===== config.mk =====
export PLATFORM = sky130hd
export DESIGN_NAME = uart_byte_receiver
export DESIGN_NICKNAME = d
export VERILOG_FILES = /design/src/rtl/uart_pkg.sv /design/src/rtl/uart_tick_gen.sv /design/src/rtl/uart_byte_receiver.sv
export SDC_FILE = /design/constraint.sdc
export NUM_CORES = 1
export LEC_CHECK = 0
export ABC_CLOCK_PERIOD_IN_PS = 2250
export BUFFER_PORTS_ARGS = -buffer_cell sky130_fd_sc_hd__buf_2
export CORE_MARGIN = 2
export CORE_UTILIZATION = 53
export CTS_CLUSTER_DIAMETER = 40
export DETAILED_ROUTE_END_ITERATION = 12
export PLACE_DENSITY = 0.75
export SYNTH_ARGS = -nofsm -noshare
export SYNTH_HDL_FRONTEND = slang
export SYNTH_SLANG_ARGS = --single-unit

===== constraint.sdc =====
create_clock -name clk -period 2.25 [get_ports clk]
set_input_delay 0.45 -clock clk [delete_from_list [all_inputs] [get_ports clk]]
set_output_delay 0.45 -clock clk [all_outputs]
set_load 0.01 [all_outputs]

===== src/rtl/uart_pkg.sv =====
// Shared UART definitions: receiver FSM states, oversampling geometry and the
// majority-vote helper used at mid-bit.
package uart_pkg;

  localparam int UART_OVERSAMPLE = 16;
  localparam int UART_DATA_BITS  = 8;

  // Oversample indices around mid-bit that feed the 2-of-3 vote
  localparam logic [3:0] VOTE_S0 = 4'd7;
  localparam logic [3:0] VOTE_S1 = 4'd8;
  localparam logic [3:0] VOTE_S2 = 4'd9;

  typedef enum logic [2:0] {
    S_IDLE,
    S_START,
    S_DATA,
    S_STOP,
    S_WAIT_IDLE
  } uart_state_t;

  function automatic logic maj3(input logic a, input logic b, input logic c);
    return (a & b) | (a & c) | (b & c);
  endfunction

endpackage


===== src/rtl/uart_tick_gen.sv =====
// Oversample tick generator: one-cycle tick every CLK_DIV clocks, with a
// synchronous clear so sampling phase can be re-aligned to a detected edge.
module uart_tick_gen #(
  parameter int CLK_DIV = 65
) (
  input  logic clk,
  input  logic reset,
  input  logic clear,
  output logic tick
);

  localparam int            CW   = $clog2(CLK_DIV);
  localparam logic [CW-1:0] LAST = CW'(CLK_DIV - 1);

  logic [CW-1:0] r_cnt;

  always_ff @(posedge clk) begin
    if (reset || clear)    r_cnt <= '0;
    else if (r_cnt == LAST) r_cnt <= '0;
    else                    r_cnt <= r_cnt + 1'b1;
  end

  assign tick = (r_cnt == LAST) && !clear;

endmodule


===== src/rtl/uart_byte_receiver.sv =====
// 8N1 UART receiver: 16x oversampling with mid-bit majority vote, feeding a
// one-deep valid/ready output register with frame-error and overrun pulses.
module uart_byte_receiver
  import uart_pkg::*;
#(
  parameter int CLK_DIV = 65
) (
  input  logic       clk,
  input  logic       reset,
  input  logic       rx,
  output logic [7:0] data,
  output logic       valid,
  input  logic       ready,
  output logic       frame_err,
  output logic       overrun,
  output logic       busy
);

  localparam logic [3:0] SCNT_LAST = 4'(UART_OVERSAMPLE - 1);
  localparam logic [2:0] IDX_LAST  = 3'(UART_DATA_BITS - 1);

  logic        r_sync1, r_rxs;
  uart_state_t r_state;
  logic [3:0]  r_scnt;
  logic [2:0]  r_idx;
  logic [7:0]  r_shift;
  logic        r_s7, r_s8;
  logic        r_ferr, r_ovr, r_valid;
  logic [7:0]  r_data;

  logic w_start, w_tick, w_vote, w_vote_tick, w_push;

  assign w_start     = (r_state == S_IDLE) && !r_rxs;
  assign w_vote      = maj3(r_s7, r_s8, r_rxs);
  assign w_vote_tick = w_tick && (r_scnt == VOTE_S2);
  assign w_push      = (r_state == S_STOP) && w_vote_tick && w_vote;

  uart_tick_gen #(.CLK_DIV(CLK_DIV)) u_tick (
    .clk   (clk),
    .reset (reset),
    .clear (w_start),
    .tick  (w_tick)
  );

  // Idle-high synchronizer so reset never looks like a start bit
  always_ff @(posedge clk) begin
    if (reset) begin
      r_sync1 <= 1'b1;
      r_rxs   <= 1'b1;
    end else begin
      r_sync1 <= rx;
      r_rxs   <= r_sync1;
    end
  end

  always_ff @(posedge clk) begin
    if (reset) begin
      r_state <= S_IDLE;
      r_scnt  <= '0;
      r_idx   <= '0;
      r_shift <= '0;
      r_s7    <= 1'b0;
      r_s8    <= 1'b0;
      r_ferr  <= 1'b0;
    end else begin
      r_ferr <= 1'b0;
      if (w_tick && r_state != S_IDLE) begin
        r_scnt <= r_scnt + 1'b1;
        if (r_scnt == VOTE_S0) r_s7 <= r_rxs;
        if (r_scnt == VOTE_S1) r_s8 <= r_rxs;
      end
      case (r_state)
        S_IDLE: if (!r_rxs) begin
          r_state <= S_START;
          r_scnt  <= '0;
        end
        S_START: begin
          if (w_vote_tick && w_vote) r_state <= S_IDLE;
          else if (w_tick && r_scnt == SCNT_LAST) begin
            r_state <= S_DATA;
            r_idx   <= '0;
          end
        end
        S_DATA: begin
          if (w_vote_tick) r_shift[r_idx] <= w_vote;
          if (w_tick && r_scnt == SCNT_LAST) begin
            if (r_idx == IDX_LAST) r_state <= S_STOP;
            else                   r_idx   <= r_idx + 1'b1;
          end
        end
        // Re-arm at mid-stop so a back-to-back start edge is not missed
        S_STOP: if (w_vote_tick) begin
          if (w_vote) r_state <= S_IDLE;
          else begin
            r_ferr  <= 1'b1;
            r_state <= S_WAIT_IDLE;
          end
        end
        S_WAIT_IDLE: if (r_rxs) r_state <= S_IDLE;
        default:     r_state <= S_IDLE;
      endcase
    end
  end

  always_ff @(posedge clk) begin
    if (reset) begin
      r_valid <= 1'b0;
      r_data  <= '0;
      r_ovr   <= 1'b0;
    end else begin
      r_ovr <= 1'b0;
      if (w_push) begin
        if (!r_valid || ready) begin
          r_data  <= r_shift;
          r_valid <= 1'b1;
        end else begin
          r_ovr <= 1'b1;
        end
      end else if (r_valid && ready) begin
        r_valid <= 1'b0;
      end
    end
  end

  assign data      = r_data;
  assign valid     = r_valid;
  assign frame_err = r_ferr;
  assign overrun   = r_ovr;
  assign busy      = (r_state != S_IDLE);

endmodule


==> results, run 1 <==
- The count of unique library cells instantiated by Yosys is 43.
- After synthesis the cells add up to 1940 sq um.
- The average instance in the mapped netlist occupies 8.64 sq um.
- The count of mapped cells out of synthesis is 225.
- The kind of start point of the critical path is a flip-flop.
- Of the total power, the share spent switching nets is 0.228.
- The via count of the first global-routing pass is 1462.
- Counting along the longest clock path gives a buffer depth of 2.
- In this run the tool buffered the top-level ports with 15 buffer cells.
- The total count of max-transition violations in the final report was 0.
- Of the total synthesized cell area, the portion taken by AND, OR, NAND and NOR gates is 0.295.
- The detail route stage leaves a number of antenna-violating nets equal to 0.
- Hold repair after CTS inserted 0 buffers.
- The number of remaining DRC errors is 0.
- The number of nets handed over by synthesis was 236.
- The relative contribution of the clock network to total power is 0.428.
- The average wire length per cell after detail routing is 13.1 microns.
- The global-route wire length before repair is 6490 microns.
- The number of antenna violations at the first check in global routing was 0.
- Cell internal power was estimated by the tool at 1.08 mW.
- The final number of hold-violating endpoints is 0.
- Measured against the total synthesized area, the mux share comes to 0.0257.
- The net switching component of the power is 0.321 mW.
- The number of CTS-inserted buffers is 5.
- Of the total synthesized cell area, the portion taken by XOR and XNOR cells is 0.0360.
- In this run the cell area measured after placement is 2090 sq um.
- The worst setup path is captured at a flip-flop.
- Of the synthesized area, sequential elements account for 0.412.
- The number of top-level design ports is 16.
- The post-CTS setup repair buffer count is 0.
- VDD sags by at most 410 uV.
- At the end of routability-driven placement, the weighted congestion stood at 0.801.
- The area growth from synthesis to layout is 13.4%.
- The number of enable flip-flop cells after synthesis is 0.
- In the routed layout, each cell is associated on average with a via count of 5.67.
- By startpoint and endpoint, the worst setup path is classified as reg -> reg.
- At the end of the flow the core is filled with cells to 0.611.
- Headroom to the max-slew limit came out at 0.640.
- The startpoint identified for the worst hold timing path is rx.
- The register-to-register setup slack is 100 ps.
- The clock root buffer is sky130_fd_sc_hd__clkbuf_8.
- The number of cells on the worst reg-to-reg path is 6.
- The die covers 4170 sq um.
- The pre-antenna-repair detailed-routing pass consisted of 4 iterations.
- The data arrival at the endpoint of the critical path is 2380 ps.
- The endpoint identified for the worst register-to-register timing path is r_idx[0].
- Measured along the x axis, the die boundary spans 64.6 microns.
- The sequential power share is 0.514.
- The dominant combinational cell family by area after synthesis is simple AND/OR/NAND/NOR gates.
- The top cell types in the final layout, fill and taps aside, are sky130_fd_sc_hd__dfxtp_1, sky130_fd_sc_hd__o21ai_0, sky130_fd_sc_hd__nor2_1.
- The overall routed net length is 3810 microns.
- The final period utilization is 0.957.
- The class of the most critical hold timing path is in -> reg.
- The number of rows in the core area is 22.
- For this design the static power due to leakage is 0.826 nW.
- Once layout is done, the placed cells without fillers occupy 2200 sq um.
- The total negative slack for setup checks is 0 ps.
- Setup repair after global routing left no endpoint under its margin.
- The transition time of the tightest slew-check pin is 536 ps.
- The number of endpoints failing setup at the final stage is 0.
- The count of yosys warnings during synthesis is 0.
- The most used flip-flop cell after synthesis is sky130_fd_sc_hd__dfxtp_1.
- Entering global routing, the biggest net connects 18 pins.
- The level count of the clock H-tree is 2.
- For this run the aggregate overflow at the end of global routing stands at 0.
- The run finished with clean final reports.
- The routed layout has 1657 vias.
- Of all flip-flops after synthesis, the portion carrying an async set or reset was 0.
- The final critical path time including I/O delays and setup is 2150 ps.
- The global routing usage summed across all routing layers is 0.197.
- The post-route total power is 1.40 mW.
- Measured along the y axis, the die boundary spans 64.6 microns.
- The area fraction in compound gates after synthesis is 0.144.
- The maximum fanout along the worst path is 6.
- The placed wire-length estimate is 2760 microns.
- The clock sink count is 40.
- The hold path depth is 2.
- Of the total synthesized cell area, the portion taken by full adders, half adders and majority gates is 0.0502.
- After clock tree synthesis, the clock-pin slew on the worst setup and hold paths is 80 ps.
- For this configuration, the core starts out at a cell density of 0.539.
- The library cell used most frequently in the layout, excluding fill and tap cells, is sky130_fd_sc_hd__dfxtp_1.
- The max capacitance violation total is 0.
- The detailed router finished its first iteration with 91 violations.
- For this run, the top clock speed supported by timing is 0.465 GHz.
- The layout net count is 254.
- TritonCTS built the clock tree.
- The clock latency at the later pin of the worst-skew pair is 290 ps.
- The data required time at the worst endpoint is 2470 ps.
- Of the cells placed in the final design, the portion with a size suffix greater than 1 is 0.160.
- The number of gates resized after CTS is 0.
- For hold timing, the worst endpoint is r_sync1.
- Of the total power, combinational logic draws 0.058.
- The worst reg2reg path startpoint is u_tick.r_cnt[0].
- The setup clock skew after layout is 9.32 ps.
- The number of inserted diodes is 0.
- The final hold slack is 340 ps.
- The placeable core region is 3610 sq um.
- The areal power density over the cells is 637 nW/um^2.
- Synthesis inferred 40 register bits.
## worst max-delay path, cell delays in order, from the launching register on
cell	delay [ps]
sky130_fd_sc_hd__dfxtp_1	340
sky130_fd_sc_hd__inv_1	60
sky130_fd_sc_hd__ha_1	150
sky130_fd_sc_hd__or4b_1	470
sky130_fd_sc_hd__or4_4	460
sky130_fd_sc_hd__or4_1	480
sky130_fd_sc_hd__a21oi_1	130
## cells by family after synthesis
logic type / after synthesis
fa+ha+maj: 8
compound gates: 48
mux: 5
simple gates: 98
xor+xnor: 8
flops: 40
buf+inv: 18
## cells in the mapped netlist (6+ instances only)
library cell               instances  area (sq um)
sky130_fd_sc_hd__nor2_1           18          67.6
sky130_fd_sc_hd__o31ai_1           6          45.0
sky130_fd_sc_hd__dfxtp_1          40           801
sky130_fd_sc_hd__o21ai_0          20           100
sky130_fd_sc_hd__nand3_1          14          70.1
sky130_fd_sc_hd__nand2b_1          9          56.3
sky130_fd_sc_hd__ha_1              7          87.6
sky130_fd_sc_hd__nor2b_1          10          62.6
sky130_fd_sc_hd__inv_1             6          22.5
sky130_fd_sc_hd__a21oi_1          13          65.1
sky130_fd_sc_hd__clkbuf_1          7          26.3
## per-layer routing
| metal | global-route usage | share of wire | vias up |
|---|---|---|---|
| li1 | - | - | 851 |
| met1 | 0.242 | 0.48 | 752 |
| met2 | 0.331 | 0.46 | 50 |
| met3 | 0.0590 | 0.051 | 4 |
| met4 | 0.0638 | 0.010 | 0 |
| met5 | 0 | 0 | - |
## power groups by stage
stage	clock network [mW]	logic [mW]	registers, mW
floorplan	0	0.0582	0.737
global placement	0	0.0795	0.738
detailed placement	0	0.0804	0.738
CTS	0.613	0.0808	0.721
global route	0.646	0.0902	0.722
finish	0.601	0.0813	0.721
## per-stage QoR
| step | setup slack (ps) | std cells |
|---|---|---|
| 6_report | 97.8 | 292 |
| 5_1_grt | 23.1 | 292 |
| 4_1_cts | 105 | 292 |
| 3_5_place_dp | 122 | 284 |
| 3_3_place_gp | 191 | 284 |
| 2_1_floorplan | 99.2 | 225 |
## state kept, by name (all words and copies together) (netlist names), 3 cells and up
register	cells
r_state	3
u_tick.r_cnt	7
r_scnt	4
r_shift	8
r_idx	3
data	8
## worst max-delay path by stage
stage	from	endpoint	slack, ps	cells past startpoint
final	u_tick.r_cnt[0]	r_idx[0]	100	6
after floorplan	u_tick.r_cnt[0]	r_idx[0]	100	7
after detailed placement	u_tick.r_cnt[0]	r_idx[0]	120	6
after global placement	u_tick.r_cnt[0]	r_idx[0]	190	6
after CTS	u_tick.r_cnt[0]	r_idx[0]	100	6
after global routing	u_tick.r_cnt[0]	r_idx[0]	20	6
## final cells by class
class                      instances  area, sq um
clock inverter                     3         46.3
fill                             321         1400
inverter                           6         22.5
timing repair buffer              23          135
multi-input combinational        167         1070
clock buffer                       5         68.8
sequential                        40          801
tap                               48         60.1
Power figures use the tool's default switching activity.
==> run 2: changes to the inputs <==
Settings changed: BUFFER_PORTS_ARGS -buffer_cell sky130_fd_sc_hd__buf_2 to -buffer_cell sky130_fd_sc_hd__clkbuf_2.
==> run 2 against run 1 <==
  * Via count down 1.2%
  * Cell count up 0.34%
  * Count of clock-buffer cells in the layout up 1
  * Worst hold slack better by 2.9 ps
  * Sequential share of layout area down 0.32 points
  * Flip-flop and latch count unchanged
  * Largest power group unchanged
==> results, run 2 (same netlist as run 1, synthesis figures left out) <==
- The run finished with clean final reports.
- The sum of buffers and inverters on the critical path is 1.
- The transition time of the tightest slew-check pin is 617 ps.
- Measured along the y axis, the die boundary spans 64.6 microns.
- In this run the tool buffered the top-level ports with 15 buffer cells.
- The routed layout has 1637 vias.
- The area added between synthesis and finish is 14.7%.
- The total area inside the core boundary comes to 3610 sq um.
- The global-route wire length before repair is 6640 microns.
- The level count of the clock H-tree is 2.
- Counting stages on the worst path, the most repeated cell is sky130_fd_sc_hd__or4_4.
- The total count of max-transition violations in the final report came to 0.
- The final number of hold-violating endpoints is 0.
- For this run, the detailed router's first-pass iteration total came to 4.
- The weighted congestion at the end of routability-driven global placement is 0.756.
- Clock latency on the worst-skew pair, taken at its later pin, is 290 ps.
- The floorplan step set the die width to 64.6 microns.
- The worst setup timing slack at the placement stage is 133 ps.
- After floorplanning, the core was divided into 22 placement rows.
- The largest stage delay on the critical path is 570 ps.
- In this run, CTS created clock tree buffers numbering 5.
- Across all setup checks in the final design, the least slack found is 16.1 ps.
- The CTS tree is done.
- The number of antenna violations at the first check in global routing came to 0.
- The worst setup path is launched from a flip-flop.
- The share of cells above drive strength 1 is 0.188.
- Clock skew on the completed layout was measured at 9.10 ps.
- Max-cap violations in this run came to 0.
- The routed design has 3870 microns of wire.
- The data required time at the worst endpoint is 2470 ps.
- The layout net count is 255.
- For this configuration, the core starts out at a cell density of 0.539.
- The die covers 4170 sq um.
- In the layout the commonest cells are sky130_fd_sc_hd__dfxtp_1, sky130_fd_sc_hd__o21ai_0, sky130_fd_sc_hd__nor2_1.
- The cell type of the slowest stage on the worst timing path is sky130_fd_sc_hd__or4_4.
- With fillers left out, the area of the finished cells amounts to 2230 sq um.
- The global routing usage summed across all routing layers is 0.200.
- The cell family contributing the most delay on the critical path is simple AND/OR/NAND/NOR gates.
- During I/O placement, the number of pins put on the boundary was 16.
- The number of remaining DRC errors is 0.
- The clock root buffer is sky130_fd_sc_hd__clkbuf_8.
- VDD sags by at most 341 uV.
- The via count of the first global-routing pass was 1492.
- Summed over all layers, the global routing overflow is 0.
- The leading cell type in the layout, fill and taps excluded is sky130_fd_sc_hd__dfxtp_1.
- The min-delay analysis places its worst path in the category in -> reg.
- The first routing iteration left 89 violations.
- Once placement finished, the instance area stood at 2080 sq um.
- The average wire length per cell after detail routing is 13.2 microns.
- 0 antenna diodes ended up in the layout.
- The upper clock frequency limit is 0.448 GHz.
- In the finished design, the share of the clock period the worst path needs comes to 0.993.
- For this design, the sink count on the clock tree is 40.
- The signal on the critical path passes through inv_1, ha_4, or4b_4, or4_4, or4_4, a21oi_2.
- The design draws 1.39 mW.
- The worst setup path is of the reg -> reg kind.
- The maximum count of clock buffers along a single path is 2.
- Setup violations remaining at the end of the flow were counted as 0.
- The endpoint type of the worst setup path is a flip-flop.
- The areal power density over the cells is 623 nW/um^2.
- The clock transition at the register clock pins on the worst setup and hold paths after CTS is 80 ps.
- Of all nets on the critical path, the largest fanout is 5.
- Entering global routing, the biggest net connects 31 pins.
- The normalized max-slew margin is 0.585.
- The remaining antenna violation count is 0.
- The final critical path time including I/O delays and setup is 2230 ps.
- The final hold slack is 343 ps.
- The placed wire-length estimate is 2610 microns.
- Data arrives at the worst endpoint at 2460 ps.
- For this design the static power due to leakage is 0.823 nW.
- After detailed routing, the number of vias per cell comes to 5.59.
-- run 2: cell count changes in the layout (fill, tap and decap cells not counted), moves of 2 or more --
cell / previous run / this run
sky130_fd_sc_hd__buf_2: 15 / 0
sky130_fd_sc_hd__clkbuf_2: 0 / 15
sky130_fd_sc_hd__dfxtp_1: 40 / 38
sky130_fd_sc_hd__dfxtp_2: 0 / 2
-- run 2: worst paths after layout --
path	startpoint	to	slack (ps)	depth (start not counted)
worst max-delay path	u_tick.r_cnt[0]	r_idx[0]	20	6
worst min-delay path	rx	r_sync1	340	2
worst max register to register	u_tick.r_cnt[0]	r_idx[0]	20	6
worst min register to register	r_sync1	r_rxs	420	1
-- run 2: repair_timing --
| item | 4_1_cts | 5_1_grt |
|---|---|---|
| gates resized for setup | 0 | 8 |
| endpoints found under the setup margin | 0 | 1 |
| hold buffers | 0 | 0 |
| buffers inserted | 0 | 2 |
-- run 2: routing by layer --
metal  GRT usage  vias up  part of all wire
li1            -      845                 -
met1       0.255      750              0.48
met2       0.335       34              0.47
met3      0.0417        8             0.035
met4      0.0718        0             0.015
met5           0        -                 0
-- run 2: stage by stage --
stage	std cells	utilization	TNS, ps
2_1_floorplan	225	-	0
3_3_place_gp	283	0.577	0
3_5_place_dp	283	0.577	0
4_1_cts	291	0.607	0
5_1_grt	293	0.619	-38.7
6_report	293	0.619	0
-- run 2: layout make-up --
cell class,count,area (sq um)
Clock buffer,6,72.6
Clock inverter,2,35.0
Fill cell,315,1380
Inverter,6,22.5
Multi-Input combinational cell,167,1090
Sequential cell,40,803
Tap cell,48,60.1
Timing Repair Buffer,24,143
-- run 2: where the power goes --
part           total (mW)  internal (mW)  switching, mW  leakage (nW)
sequential          0.722          0.716        0.00654         0.324
clock               0.574          0.329          0.245        0.0552
combinational      0.0924         0.0408         0.0516         0.445
total                1.39           1.09          0.303         0.823
